### config.mk
export PLATFORM = sky130hd
export DESIGN_NAME = svm_mc_infer_seq
export DESIGN_NICKNAME = d
export VERILOG_FILES = /design/src/rtl/svm_mc_infer_seq.sv
export SDC_FILE = /design/constraint.sdc
export NUM_CORES = 1
export LEC_CHECK = 0
export CORE_MARGIN = 10
export CORE_UTILIZATION = 25
export CTS_BUF_LIST = sky130_fd_sc_hd__clkbuf_8 sky130_fd_sc_hd__clkbuf_16
export CTS_CLUSTER_DIAMETER = 80
export DETAILED_ROUTE_END_ITERATION = 7
export GPL_TIMING_DRIVEN = 0
export PLACE_DENSITY_LB_ADDON = 0.1
export RECOVER_POWER = 100
export REMOVE_ABC_BUFFERS = 1
export SKIP_CTS_REPAIR_TIMING = 1
export SLEW_MARGIN = 0
export SYNTH_ARGS = -nofsm -noshare
export SYNTH_HDL_FRONTEND = slang
export SYNTH_SLANG_ARGS = --single-unit
export TNS_END_PERCENT = 50
### constraint.sdc
create_clock -name clk -period 8.9 [get_ports clk]
set_input_delay 0.89 -clock clk [delete_from_list [all_inputs] [get_ports clk]]
set_output_delay 0.89 -clock clk [all_outputs]
set_load 0.02 [all_outputs]
### src/rtl/svm_mc_infer_seq.sv
// Multi-class SVM inference sequencer: per point and class it loads the bias, walks
// weight/data chunks through the compute array, and writes the arg-max class.
module svm_mc_infer_seq #(
  parameter int DATA_WIDTH      = 32,
  parameter int LANES           = 32,
  parameter int NUM_CLASSES_MAX = 4,
  parameter int CNT_W           = 32,
  localparam int LW             = $clog2(LANES + 1),
  localparam int CW             = $clog2(NUM_CLASSES_MAX + 1)
) (
  input  logic                  clk,
  input  logic                  rst_n,
  input  logic                  cfg_valid,
  input  logic [CNT_W-1:0]      cfg_num_dim,
  input  logic [CNT_W-1:0]      cfg_num_dp,
  input  logic [CW-1:0]         cfg_num_classes,
  output logic                  busy,
  output logic                  batch_done,
  output logic                  cfg_err,
  output logic                  mem_err,
  output logic                  mem_cmd_vld,
  input  logic                  mem_cmd_rdy,
  output logic [1:0]            mem_cmd,
  output logic [CW-1:0]         mem_cmd_class,
  output logic [CNT_W-1:0]      mem_cmd_dp,
  output logic [CNT_W-1:0]      mem_cmd_off,
  output logic [LW-1:0]         mem_cmd_len,
  output logic [DATA_WIDTH-1:0] mem_cmd_data,
  input  logic                  mem_resp_vld,
  input  logic                  mem_resp_err,
  input  logic [DATA_WIDTH-1:0] mem_resp_data,
  output logic                  comp_start,
  output logic [LW-1:0]         comp_len,
  input  logic                  comp_done,
  input  logic [DATA_WIDTH-1:0] comp_psum
);

  typedef enum logic [2:0] {
    S_IDLE, S_BIAS, S_WGT, S_DATA, S_COMP, S_CLS_END, S_WR_RES
  } state_t;

  localparam logic [DATA_WIDTH-1:0] SAT_MAX = {1'b0, {(DATA_WIDTH-1){1'b1}}};
  localparam logic [DATA_WIDTH-1:0] SAT_MIN = {1'b1, {(DATA_WIDTH-1){1'b0}}};

  state_t                  r_state, w_state_next;
  logic [CNT_W-1:0]        r_num_dim, w_num_dim_next;
  logic [CNT_W-1:0]        r_num_dp, w_num_dp_next;
  logic [CW-1:0]           r_num_classes, w_num_classes_next;
  logic [CNT_W-1:0]        r_dp, w_dp_next;
  logic [CW-1:0]           r_class, w_class_next;
  logic [CW-1:0]           r_best, w_best_next;
  logic signed [DATA_WIDTH-1:0] r_best_score, w_best_score_next;
  logic signed [DATA_WIDTH-1:0] r_acc, w_acc_next;
  logic [CNT_W-1:0]        r_off, w_off_next;
  logic                    r_cmd_vld, w_cmd_vld_next;
  logic                    r_sent, w_sent_next;
  logic                    r_comp_started, w_comp_started_next;
  logic                    r_batch_done, w_batch_done_next;
  logic                    r_cfg_err, w_cfg_err_next;
  logic                    r_mem_err, w_mem_err_next;

  logic [CNT_W-1:0]        w_rem;
  logic [LW-1:0]           w_len;
  logic [CNT_W-1:0]        w_off_sum;
  logic [DATA_WIDTH:0]     w_sum;
  logic [DATA_WIDTH-1:0]   w_sat;
  logic                    w_cmd_state;
  logic                    w_resp;

  // Chunk length: remaining elements, capped at the lane count.
  assign w_rem     = r_num_dim - r_off;
  assign w_len     = (w_rem > CNT_W'(LANES)) ? LW'(LANES) : w_rem[LW-1:0];
  assign w_off_sum = r_off + CNT_W'(w_len);

  // One extra bit exposes signed overflow of the accumulation.
  assign w_sum = {r_acc[DATA_WIDTH-1], r_acc} + {comp_psum[DATA_WIDTH-1], comp_psum};
  assign w_sat = (w_sum[DATA_WIDTH] != w_sum[DATA_WIDTH-1])
               ? (w_sum[DATA_WIDTH] ? SAT_MIN : SAT_MAX)
               : w_sum[DATA_WIDTH-1:0];

  assign w_cmd_state = (r_state == S_BIAS) || (r_state == S_WGT) ||
                       (r_state == S_DATA) || (r_state == S_WR_RES);
  // Responses count only once this visit's command has been handshaken.
  assign w_resp = w_cmd_state && r_sent && mem_resp_vld;

  always_ff @(posedge clk) begin
    if (!rst_n) begin
      r_state        <= S_IDLE;
      r_num_dim      <= '0;
      r_num_dp       <= '0;
      r_num_classes  <= '0;
      r_dp           <= '0;
      r_class        <= '0;
      r_best         <= '0;
      r_best_score   <= '0;
      r_acc          <= '0;
      r_off          <= '0;
      r_cmd_vld      <= 1'b0;
      r_sent         <= 1'b0;
      r_comp_started <= 1'b0;
      r_batch_done   <= 1'b0;
      r_cfg_err      <= 1'b0;
      r_mem_err      <= 1'b0;
    end else begin
      r_state        <= w_state_next;
      r_num_dim      <= w_num_dim_next;
      r_num_dp       <= w_num_dp_next;
      r_num_classes  <= w_num_classes_next;
      r_dp           <= w_dp_next;
      r_class        <= w_class_next;
      r_best         <= w_best_next;
      r_best_score   <= w_best_score_next;
      r_acc          <= w_acc_next;
      r_off          <= w_off_next;
      r_cmd_vld      <= w_cmd_vld_next;
      r_sent         <= w_sent_next;
      r_comp_started <= w_comp_started_next;
      r_batch_done   <= w_batch_done_next;
      r_cfg_err      <= w_cfg_err_next;
      r_mem_err      <= w_mem_err_next;
    end
  end

  always_comb begin
    w_state_next        = r_state;
    w_num_dim_next      = r_num_dim;
    w_num_dp_next       = r_num_dp;
    w_num_classes_next  = r_num_classes;
    w_dp_next           = r_dp;
    w_class_next        = r_class;
    w_best_next         = r_best;
    w_best_score_next   = r_best_score;
    w_acc_next          = r_acc;
    w_off_next          = r_off;
    w_cmd_vld_next      = r_cmd_vld;
    w_sent_next         = r_sent;
    w_comp_started_next = r_comp_started;
    w_batch_done_next   = 1'b0;
    w_cfg_err_next      = 1'b0;
    w_mem_err_next      = 1'b0;

    if (w_cmd_state) begin
      if (!r_cmd_vld && !r_sent) begin
        w_cmd_vld_next = 1'b1;
      end else if (r_cmd_vld && mem_cmd_rdy) begin
        w_cmd_vld_next = 1'b0;
        w_sent_next    = 1'b1;
      end
    end

    if (w_resp && mem_resp_err) begin
      w_state_next   = S_IDLE;
      w_mem_err_next = 1'b1;
    end else begin
      case (r_state)
        S_IDLE: begin
          if (cfg_valid) begin
            if ((cfg_num_classes == '0) || (cfg_num_classes > CW'(NUM_CLASSES_MAX))) begin
              w_cfg_err_next = 1'b1;
            end else if (cfg_num_dp == '0) begin
              w_batch_done_next = 1'b1;
            end else begin
              w_num_dim_next     = cfg_num_dim;
              w_num_dp_next      = cfg_num_dp;
              w_num_classes_next = cfg_num_classes;
              w_dp_next          = '0;
              w_class_next       = '0;
              w_best_next        = '0;
              w_state_next       = S_BIAS;
            end
          end
        end
        S_BIAS: begin
          if (w_resp) begin
            w_acc_next   = mem_resp_data;
            w_off_next   = '0;
            w_state_next = (r_num_dim != '0) ? S_WGT : S_CLS_END;
          end
        end
        S_WGT: begin
          if (w_resp) w_state_next = S_DATA;
        end
        S_DATA: begin
          if (w_resp) w_state_next = S_COMP;
        end
        S_COMP: begin
          w_comp_started_next = 1'b1;
          if (r_comp_started && comp_done) begin
            w_acc_next   = w_sat;
            w_off_next   = w_off_sum;
            w_state_next = (w_off_sum < r_num_dim) ? S_WGT : S_CLS_END;
          end
        end
        S_CLS_END: begin
          if (r_num_classes == CW'(1)) begin
            w_best_next = (r_acc > 0) ? CW'(1) : CW'(0);
          end else if ((r_class == '0) || (r_acc > r_best_score)) begin
            w_best_score_next = r_acc;
            w_best_next       = r_class;
          end
          if (r_class < (r_num_classes - CW'(1))) begin
            w_class_next = r_class + CW'(1);
            w_state_next = S_BIAS;
          end else begin
            w_state_next = S_WR_RES;
          end
        end
        S_WR_RES: begin
          if (w_resp) begin
            if (r_dp == (r_num_dp - CNT_W'(1))) begin
              w_batch_done_next = 1'b1;
              w_state_next      = S_IDLE;
            end else begin
              w_dp_next    = r_dp + CNT_W'(1);
              w_class_next = '0;
              w_state_next = S_BIAS;
            end
          end
        end
        default: w_state_next = S_IDLE;
      endcase
    end

    // Every state entry starts a fresh command / compute phase.
    if (w_state_next != r_state) begin
      w_cmd_vld_next      = 1'b0;
      w_sent_next         = 1'b0;
      w_comp_started_next = 1'b0;
    end
  end

  assign busy        = (r_state != S_IDLE);
  assign batch_done  = r_batch_done;
  assign cfg_err     = r_cfg_err;
  assign mem_err     = r_mem_err;
  assign mem_cmd_vld = r_cmd_vld;
  assign comp_start  = (r_state == S_COMP) && !r_comp_started;
  assign comp_len    = comp_start ? w_len : '0;

  always_comb begin
    mem_cmd       = 2'd0;
    mem_cmd_class = '0;
    mem_cmd_dp    = '0;
    mem_cmd_off   = '0;
    mem_cmd_len   = '0;
    mem_cmd_data  = '0;
    if (r_cmd_vld) begin
      case (r_state)
        S_BIAS: begin
          mem_cmd       = 2'd0;
          mem_cmd_class = r_class;
          mem_cmd_dp    = r_dp;
        end
        S_WGT: begin
          mem_cmd       = 2'd1;
          mem_cmd_class = r_class;
          mem_cmd_off   = r_off;
          mem_cmd_len   = w_len;
        end
        S_DATA: begin
          mem_cmd     = 2'd2;
          mem_cmd_dp  = r_dp;
          mem_cmd_off = r_off;
          mem_cmd_len = w_len;
        end
        S_WR_RES: begin
          mem_cmd      = 2'd3;
          mem_cmd_dp   = r_dp;
          mem_cmd_data = DATA_WIDTH'(r_best);
        end
        default: ;
      endcase
    end
  end

endmodule
Yosys cells after proc, flatten, opt, wreduce, memory -nomap -nowiden. Cells that the tools add are included.

Flip-flop bits (word level): 210. Bits of input ports: 138. Output and inout port bits: 119.

Add/sub/neg operators: 7. $lt $le $gt $ge: 6. Equality and inequality tests: 19. Muxes and demuxes: 63. Bitwise operators: 8. Reductions and logical operators: 41.

Operators by type and width (number): 32-bit two-way mux (15); 32-bit case mux with 2 select lines (3); 3-bit two-way mux (24); 32-bit by 32-bit adder with 33-bit output (1); 32-bit by 1-bit adder with 32-bit output (second input constant) (1); 32-bit by 6-bit adder with 32-bit output (1); 32-bit equality test (1); 32-bit by 1-bit greater-than comparator with 1-bit output (second input constant) (1); 32-bit greater-than comparator (1); 32-bit by 6-bit greater-than comparator with 1-bit output (second input constant) (1); 32-bit logical NOT (1); 32-bit less-than comparator (1); 32-bit nonzero test (1); 32-bit by 1-bit subtractor with 32-bit output (second input constant) (1); 32-bit subtractor (1); 6-bit two-way mux (4); 3-bit case mux with 7 select lines (1); 2-bit != test (second input constant) (8); 1-bit two-way mux (11); 3-bit equality test (second input constant) (3); 3-bit logical NOT (3); 3-bit case mux with 3 select lines (1); 1-bit inverter (8); 4-bit AND reduction (2); 27 further kinds (49).

Logic depth before layout (Yosys ltp). Gate-level depths: netlist of the first run.

Depth in word-level cells: 11. Gate-level depth with buffers: 34. Depth with buffers taken out: 33.

Worst setup path before layout of the first run. OpenSTA, ideal clock, no wires.

Kind: register -> register. Start point: register r_num_dim[0]. End point: register r_state[0]. Library setup time: 115 ps. Arrival time: 6774 ps. Data required time: 8785 ps. Setup slack: 2010 ps. Cell stages (with the launch flop): 33. Clock period less this slack: 6890 ps. Cell sequence: dfxtp_1 inv_1 ha_1 fa_1 nand2b_1 a211oi_1 o21ai_1 o31ai_2 a2111oi_0 mux2i_1 nand4b_4 nor4_4 clkbuf_1 nand2b_1 ha_1 clkbuf_1 nand3_1 nor3_1 nand4_1 a211oi_1 xnor2_1 ha_1 a21o_1 a21o_1 a21o_1 a21oi_1 nor2b_1 o21ai_0 a21oi_1 a2111oi_0 o21ai_0 or2_0 o21ba_2.

Cells in the longest elaborated chain, start to end: 9.

Ends and longest elaborated chain: start: declaration (RTL line 46) `logic [CNT_W-1:0] r_num_dim, w_num_dim_next;`; start signal: assignment (RTL line 106) `r_num_dim <= w_num_dim_next;`; 32-bit subtractor (RTL line 71) `assign w_rem = r_num_dim - r_off;`; 32-bit by 6-bit greater-than comparator with 1-bit output (RTL line 72) `assign w_len = (w_rem > CNT_W'(LANES)) ? LW'(LANES) : w_rem[LW-1:0];`; 6-bit two-way mux (RTL line 72); 32-bit by 6-bit adder with 32-bit output (RTL line 73) `assign w_off_sum = r_off + CNT_W'(w_len);`; 32-bit less-than comparator (RTL line 191) `w_state_next = (w_off_sum < r_num_dim) ? S_WGT : S_CLS_END;`; 3-bit two-way mux (RTL line 191); 3-bit two-way mux (RTL line 188) `if (r_comp_started && comp_done) begin`; 3-bit case mux with 7 select lines * (RTL line 155) `case (r_state)`; 3-bit two-way mux * (RTL line 151) `if (w_resp && mem_resp_err) begin`; end signal: assignment (RTL line 105) `r_state <= w_state_next;`; end: declaration (RTL line 45) `state_t r_state, w_state_next;`.

Every way passes the cells marked *; elsewhere a longest branch is shown, timed or not. A chain may end at the register's enable or synchronous reset.

Worst setup path after layout of the first run. Same ends and word-level chain as after synthesis.

==> results of run 1 <==
## critical path: cells and delay by family, from the launching register on
| kind | cells | cell delay (ps) |
|---|---|---|
| flops | 1 | 460 |
| fa+ha+maj | 4 | 1100 |
| mux | 1 | 210 |
| buf+inv | 4 | 690 |
| simple gates | 9 | 1680 |
| compound gates | 14 | 3830 |
| xor+xnor | 2 | 280 |
## final cells by class
type	count	area (µm²)	share of cell area
multi-input combinational	1922	12300	0.5630
sequential	210	4207	0.1926
timing repair buffer	245	2526	0.1156
tap	940	1176	0.05384
clock buffer	41	958.4	0.04388
inverter	133	499.2	0.02285
clock inverter	15	176.4	0.008077
antenna	1	2.502	0.0001146
## sequential cells by signal, summed over array words and instances (netlist names), 3 cells and up
name,flops
r_acc,32
r_best_score,32
r_dp,32
r_num_dim,32
r_num_dp,32
r_off,32
r_best,3
r_class,3
r_num_classes,3
r_state,3
## cells by family (layout without fill, tap and decap cells)
logic type	after synthesis	in the layout	share of synthesized area
AOI/OAI and AO/OA	619	620	0.2284
xor gates and xnor gates	147	147	0.07342
adders and majority gates	141	141	0.1012
buffers and inverters	291	434	0.07070
DFF	210	210	0.2397
muxes	14	14	0.008276
other	1	30	0.0002138
and+or+nand+nor	971	971	0.2781
## power by group
group          leakage [nW]  internal (mW)  switching [mW]
combinational          6.20          0.299           0.457
clock                 0.569          0.850           0.529
sequential             1.70          0.963          0.0357
total                  8.47           2.11            1.02
## metal layers
| layer | vias up | GRT usage | wire length (µm) |
|---|---|---|---|
| li1 | 8863 | - | - |
| met1 | 8744 | 0.2216 | 33090 |
| met2 | 379 | 0.2836 | 33780 |
| met3 | 61 | 0.02839 | 3604 |
| met4 | 2 | 0.04075 | 1174 |
| met5 | - | 0 | 12 |
## worst max path at each step
stage,startpoint,to,slack [ps]
3_5_place_dp,r_num_dim[0],r_state[0],-1430
3_3_place_gp,rst_n,r_off[28],-3580
2_1_floorplan,r_num_dim[0],r_state[0],1040
4_1_cts,r_num_dim[0],r_state[0],-1480
6_report,r_num_dim[0],r_state[0],520
5_1_grt,r_num_dim[0],r_state[0],20
## placed cells by master (no fill, tap or decap), types with 10 or more instances in the layout
| cell type | instances |
|---|---|
| nand2_1 | 317 |
| dfxtp_1 | 208 |
| a21oi_1 | 160 |
| nor2_1 | 147 |
| clkdlybuf4s50_1 | 147 |
| o21ai_0 | 146 |
| inv_1 | 136 |
| ha_1 | 136 |
| nor3_1 | 103 |
| xnor2_1 | 92 |
| nand3_1 | 84 |
| dlygate4sd3_1 | 79 |
| nand4_1 | 56 |
| xor2_1 | 55 |
| nor4_1 | 44 |
| a21boi_0 | 44 |
| a21o_1 | 43 |
| and2_1 | 38 |
| clkbuf_16 | 35 |
| conb_1 | 29 |
| o211ai_1 | 26 |
| and3_1 | 25 |
| nand2b_1 | 25 |
| a31oi_1 | 24 |
| or3_1 | 18 |
| o31ai_1 | 17 |
| nor2b_1 | 16 |
| o21a_1 | 16 |
| and4_1 | 15 |
| or4_1 | 15 |
| a211oi_1 | 14 |
| and2_0 | 12 |
| mux2i_1 | 10 |
## metrics by stage
stage | cell area (µm²) | instances | setup WS [ps] | utilization
2_1_floorplan | 16900 | 2264 | 1042 | -
3_3_place_gp | 20350 | 3431 | -3578 | 0.2916
3_5_place_dp | 20670 | 3442 | -1432 | 0.2962
4_1_cts | 21810 | 3498 | -1480 | 0.3125
5_1_grt | 21840 | 3506 | 19.18 | 0.3130
6_report | 21840 | 3507 | 520.7 | 0.3130
==> metrics, run 1 <==
outcome complete, but fails checks; violated checks capacitance limit, slew limit; crit path launch type flip-flop; vias per cell about 5; Hold Path End r_best_score[26]; DP Wirelength 55.31 mm; maxcap violations 6; Worst path slowest cell a41oi_4; Tot Pwr roughly 3.1 mW; clock tree buffer depth 3; initial DRC count 1,114; Cell Rows between 90 and 100; clock root cell clkbuf_16; worst reg2reg path depth 34; Post-synth EDFFs 0; die height between 200 and 300 µm; fillers between 7,000 and 8,000; Post-synth top cells 317 x nand2_1, 210 x dfxtp_1, 161 x a21oi_1, 152 x nor2_1, 147 x o21ai_0; area leader, netlist dfxtp_1; clk_lat worst skew around 560 ps; first-pass GRT wire length approximately 110 mm; pin count of the biggest net entering global routing approximately 100; reg2reg end r_state[0]; #FFs+latches synth 210; top-area cell type share of the netlist area 0.2397; Final Hold Viols 0; RSZ-0062 raised after global routing false; Total GRT Usage 0.1688; area growth from synthesis to final layout 24.56%; Setup crit end kind flip-flop; Synth area leaders dfxtp_1 24%, ha_1 9.8%, nand2_1 6.8%, a21oi_1 4.6%, xnor2_1 4.6%; Tightest Pin Transition approximately 2800 ps; gpl congestion just under 0.9; die width around 280 µm; vias in the first global route 17,700; LEAKAGE 8.471 nW; Min-Delay Path Class flip-flop to flip-flop; VDD IR max just over 0.0001 V; Mean Syn Cell Area roughly 7.3 µm²; Core ar. around 70,000 µm²; IO Pins roughly 260; flop2flop setup slack about 520 ps; DR WL/cell roughly 20 µm; aggregate global routing overflow 0; Total Nets Final around 2,800; RR Startpoint r_num_dim[0]; setup violators final 0; Final min period 8379 ps; hold path cells 2; TritonCTS Buffers 35; post-synthesis sequential area ratio 0.2397; post-synthesis cell count approximately 2,400; ys async rst share 0; Synth Warn # 0; Initial Utilization 0.2513; total negative setup slack 0 ps; # port buffers between 200 and 250; Synth Flop Type dfxtp_1; Final Skew around 25 ps; initial antenna violation count 3; Yosys cell types a little over 90; TritonCTS clock tree built; Cell Area, Synth about 18,000 µm²; critical path arrival 8820 ps; Max Clk Rate between 100 and 150 MHz; Worst Path Required ~9300 ps; CTS sink count 210; DRT Wirelength 71.65 mm; max-slew violations approximately 170; Hold Crit Start r_best_score[26]; Pwr Density around 140 nW/µm²; Hold Worst Slack between 400 and 500 ps; period utilisation layout 0.9415; Most common cell on crit path o21ai_0; count leader, synth nand2_1; via count around 18,000; share of cells above drive strength 1 0.04832; Clock transition at path regs ~50 ps; Final ANT Viol Nets 0; Max stage delay on crit path 530 ps; Rel. slew slack -0.8508; H-tree levels 2; DRT Pass-1 Iters 5; die area just over 80,000 µm²; Crit Path Max Fanout 8; DR DRC count 0; critical path type flip-flop to flip-flop
Power figures use the tool's default switching activity.
==> inputs of run 2 (changes only) <==
--- a/config.mk
+++ b/config.mk
@@ -5,8 +5,9 @@
 export SDC_FILE = /design/constraint.sdc
 export NUM_CORES = 1
 export LEC_CHECK = 0
+export CAP_MARGIN = 20
 export CORE_MARGIN = 10
-export CORE_UTILIZATION = 25
+export CORE_UTILIZATION = 50
 export CTS_BUF_LIST = sky130_fd_sc_hd__clkbuf_8 sky130_fd_sc_hd__clkbuf_16
 export CTS_CLUSTER_DIAMETER = 80
 export DETAILED_ROUTE_END_ITERATION = 7
==> run 2 against run 1 <==
The flow still finishes with violations (capacitance limit, slew limit); setup slack worse by 63 ps; fmax fell by 0.75%; non-clock buffer count increased by 5; combinational power shrank 3.0%; first-iteration DRC count is 24% higher; critical endpoint unchanged; largest power group unchanged.
==> metrics, run 2 (same netlist as run 1, synthesis figures left out) <==
outcome complete, but fails checks (unchanged); violated checks capacitance limit, slew limit (unchanged); maxcap violations 2 (was 6); fin worst setup slack 457.5 ps (was 520.7 ps); Crit Path Max Fanout 12 (was 8); area growth from synthesis to final layout 19.46% (was 24.56%); crit path launch type flip-flop (unchanged); critical path type flip-flop to flip-flop (unchanged); die width 207.3 µm (was 284.9 µm); max-slew violations 36 (was 169); Total GRT Usage 0.2618 (was 0.1688); Tightest Pin Transition 1592 ps (was 2776 ps); worst reg2reg path depth 30 (was 34); final std cells w/o fill 3,017 (was 3,507); initial antenna violation count 1 (was 3); TritonCTS clock tree built (unchanged); die height 207.3 µm (was 284.9 µm); aggregate global routing overflow 0 (unchanged); VDD IR max 0.0001404 V (was 0.0001007 V); LEAKAGE 8.368 nW (was 8.471 nW); Max stage delay on crit path 670 ps (was 530 ps); Cell Rows 68 (was 97); Final min period 8443 ps (was 8379 ps); clock tree buffer depth 3 (unchanged); critical path arrival 8880 ps (was 8820 ps); via count 18,150 (was 18,050); Pwr Density 132.6 nW/µm² (was 143.5 nW/µm²); RSZ-0062 raised after global routing false (unchanged); flop2flop setup slack 460 ps (was 520 ps); DRT Pass-1 Iters 5 (unchanged); DP Wirelength 46.31 mm (was 55.31 mm); commonest cells after routing, fill and taps aside 317 x nand2_1, 208 x dfxtp_1, 161 x a21oi_1, 148 x nor2_1, 147 x o21ai_0 (was 317 x nand2_1, 208 x dfxtp_1, 160 x a21oi_1, 147 x nor2_1, 147 x clkdlybuf4s50_1); Setup crit end kind flip-flop (unchanged); TritonCTS Buffers 26 (was 35); hold path cells 2 (unchanged); Worst Path Required 9330 ps (was 9340 ps); Final Skew 23.75 ps (was 24.56 ps); Final ANT Viol Nets 0 (unchanged); Initial Utilization 0.5077 (was 0.2513); reg2reg end r_state[0] (unchanged); Max Clk Rate 118.4 MHz (was 119.3 MHz); commonest non-fill, non-tap cell in the layout nand2_1 (unchanged); CTS sink count 210 (unchanged); initial DRC count 1,384 (was 1,114); DRT Wirelength 59.92 mm (was 71.65 mm); share of cells above drive strength 1 0.04100 (was 0.04832); RR Startpoint r_num_dim[0] (unchanged); IO Pins 257 (unchanged); Hold Crit Start r_best_score[25] (was r_best_score[26]); Total Nets Final 2,819 (was 2,824); DP Cell Count 2,962 (was 3,442); # port buffers 227 (unchanged); Clock transition at path regs 60 ps (was 50 ps); worst slack, placed -481.6 ps (was -1432 ps); DR DRC count 0 (unchanged); Min-Delay Path Class flip-flop to flip-flop (unchanged); gpl congestion 0.9498 (was 0.8857); first-pass GRT wire length 94.51 mm (was 108.4 mm); vias in the first global route 17,320 (was 17,700); Hold Path End r_best_score[25] (was r_best_score[26]); H-tree levels 1 (was 2); Rel. slew slack -0.06364 (was -0.8508); period utilisation layout 0.9486 (was 0.9415); clk_lat worst skew 540 ps (was 560 ps); Tot Pwr 2.779 mW (was 3.134 mW); setup violators final 0 (unchanged); die area 42,970 µm² (was 81,140 µm²); pin count of the biggest net entering global routing 81 (was 102); vias per cell 6.015 (was 5.147); DR WL/cell 19.86 µm (was 20.43 µm); Core ar. 34,540 µm² (was 69,790 µm²); Final Hold Viols 0 (unchanged); clock root cell clkbuf_16 (unchanged); Worst path slowest cell a21oi_1 (was a41oi_4)
==> run 2: how the worst max path moves through the flow <==
stage	from	to	slack, ps	cells past startpoint
global placement	r_num_dim[0]	r_state[0]	-1830	33
global route	r_num_dim[0]	r_state[0]	90	30
floorplan	r_num_dim[0]	r_state[0]	1040	33
CTS	r_num_dim[0]	r_state[0]	-560	34
detailed placement	r_num_dim[0]	r_state[0]	-480	34
finish	r_num_dim[0]	r_state[0]	460	30
==> run 2: final cells by class <==
| cell class | instances | area (µm²) |
|---|---|---|
| antenna | 1 | 2.502 |
| tap | 455 | 569.3 |
| clock buffer | 35 | 785.8 |
| fill | 3203 | 13590 |
| inverter | 133 | 499.2 |
| clock inverter | 12 | 63.81 |
| timing repair buffer | 250 | 2611 |
| multi-input combinational | 1921 | 12210 |
| sequential | 210 | 4207 |
==> run 2: through the flow <==
| stage | hold slack, ps | TNS, ps | utilization | area [µm²] |
|---|---|---|---|---|
| finish | 456.1 | 0 | 0.6065 | 20950 |
| global route | 474.8 | 0 | 0.6064 | 20950 |
| CTS | 459.2 | -1351 | 0.6069 | 20960 |
| detailed placement | 450.1 | -1104 | 0.5823 | 20110 |
| global placement | 443.8 | -40800 | 0.5715 | 19740 |
| floorplan | 430.3 | 0 | - | 16900 |
==> run 2: power breakdown <==
part	internal, mW	leakage, nW	switching (mW)	total (mW)
Sequential	0.962	1.70	0.0345	0.997
Clock	0.615	0.447	0.434	1.05
Combinational	0.296	6.22	0.438	0.733
==> run 2: metal layers <==
metal  vias up  global-route usage  share of wire
li1       8855                   -              -
met1      8589              0.3497           0.45
met2       623              0.4233           0.46
met3        80             0.04693          0.070
met4         0             0.07050          0.025
met5         -                   0              0
==> run 2: worst max-delay path: cells and delay by family, from the launching register on <==
family | cells | cell delay, ps
compound gates | 9 | 3300
xor+xnor | 1 | 150
fa+ha+maj | 4 | 1380
buf+inv | 4 | 670
flops | 1 | 470
mux | 1 | 210
simple gates | 11 | 2140
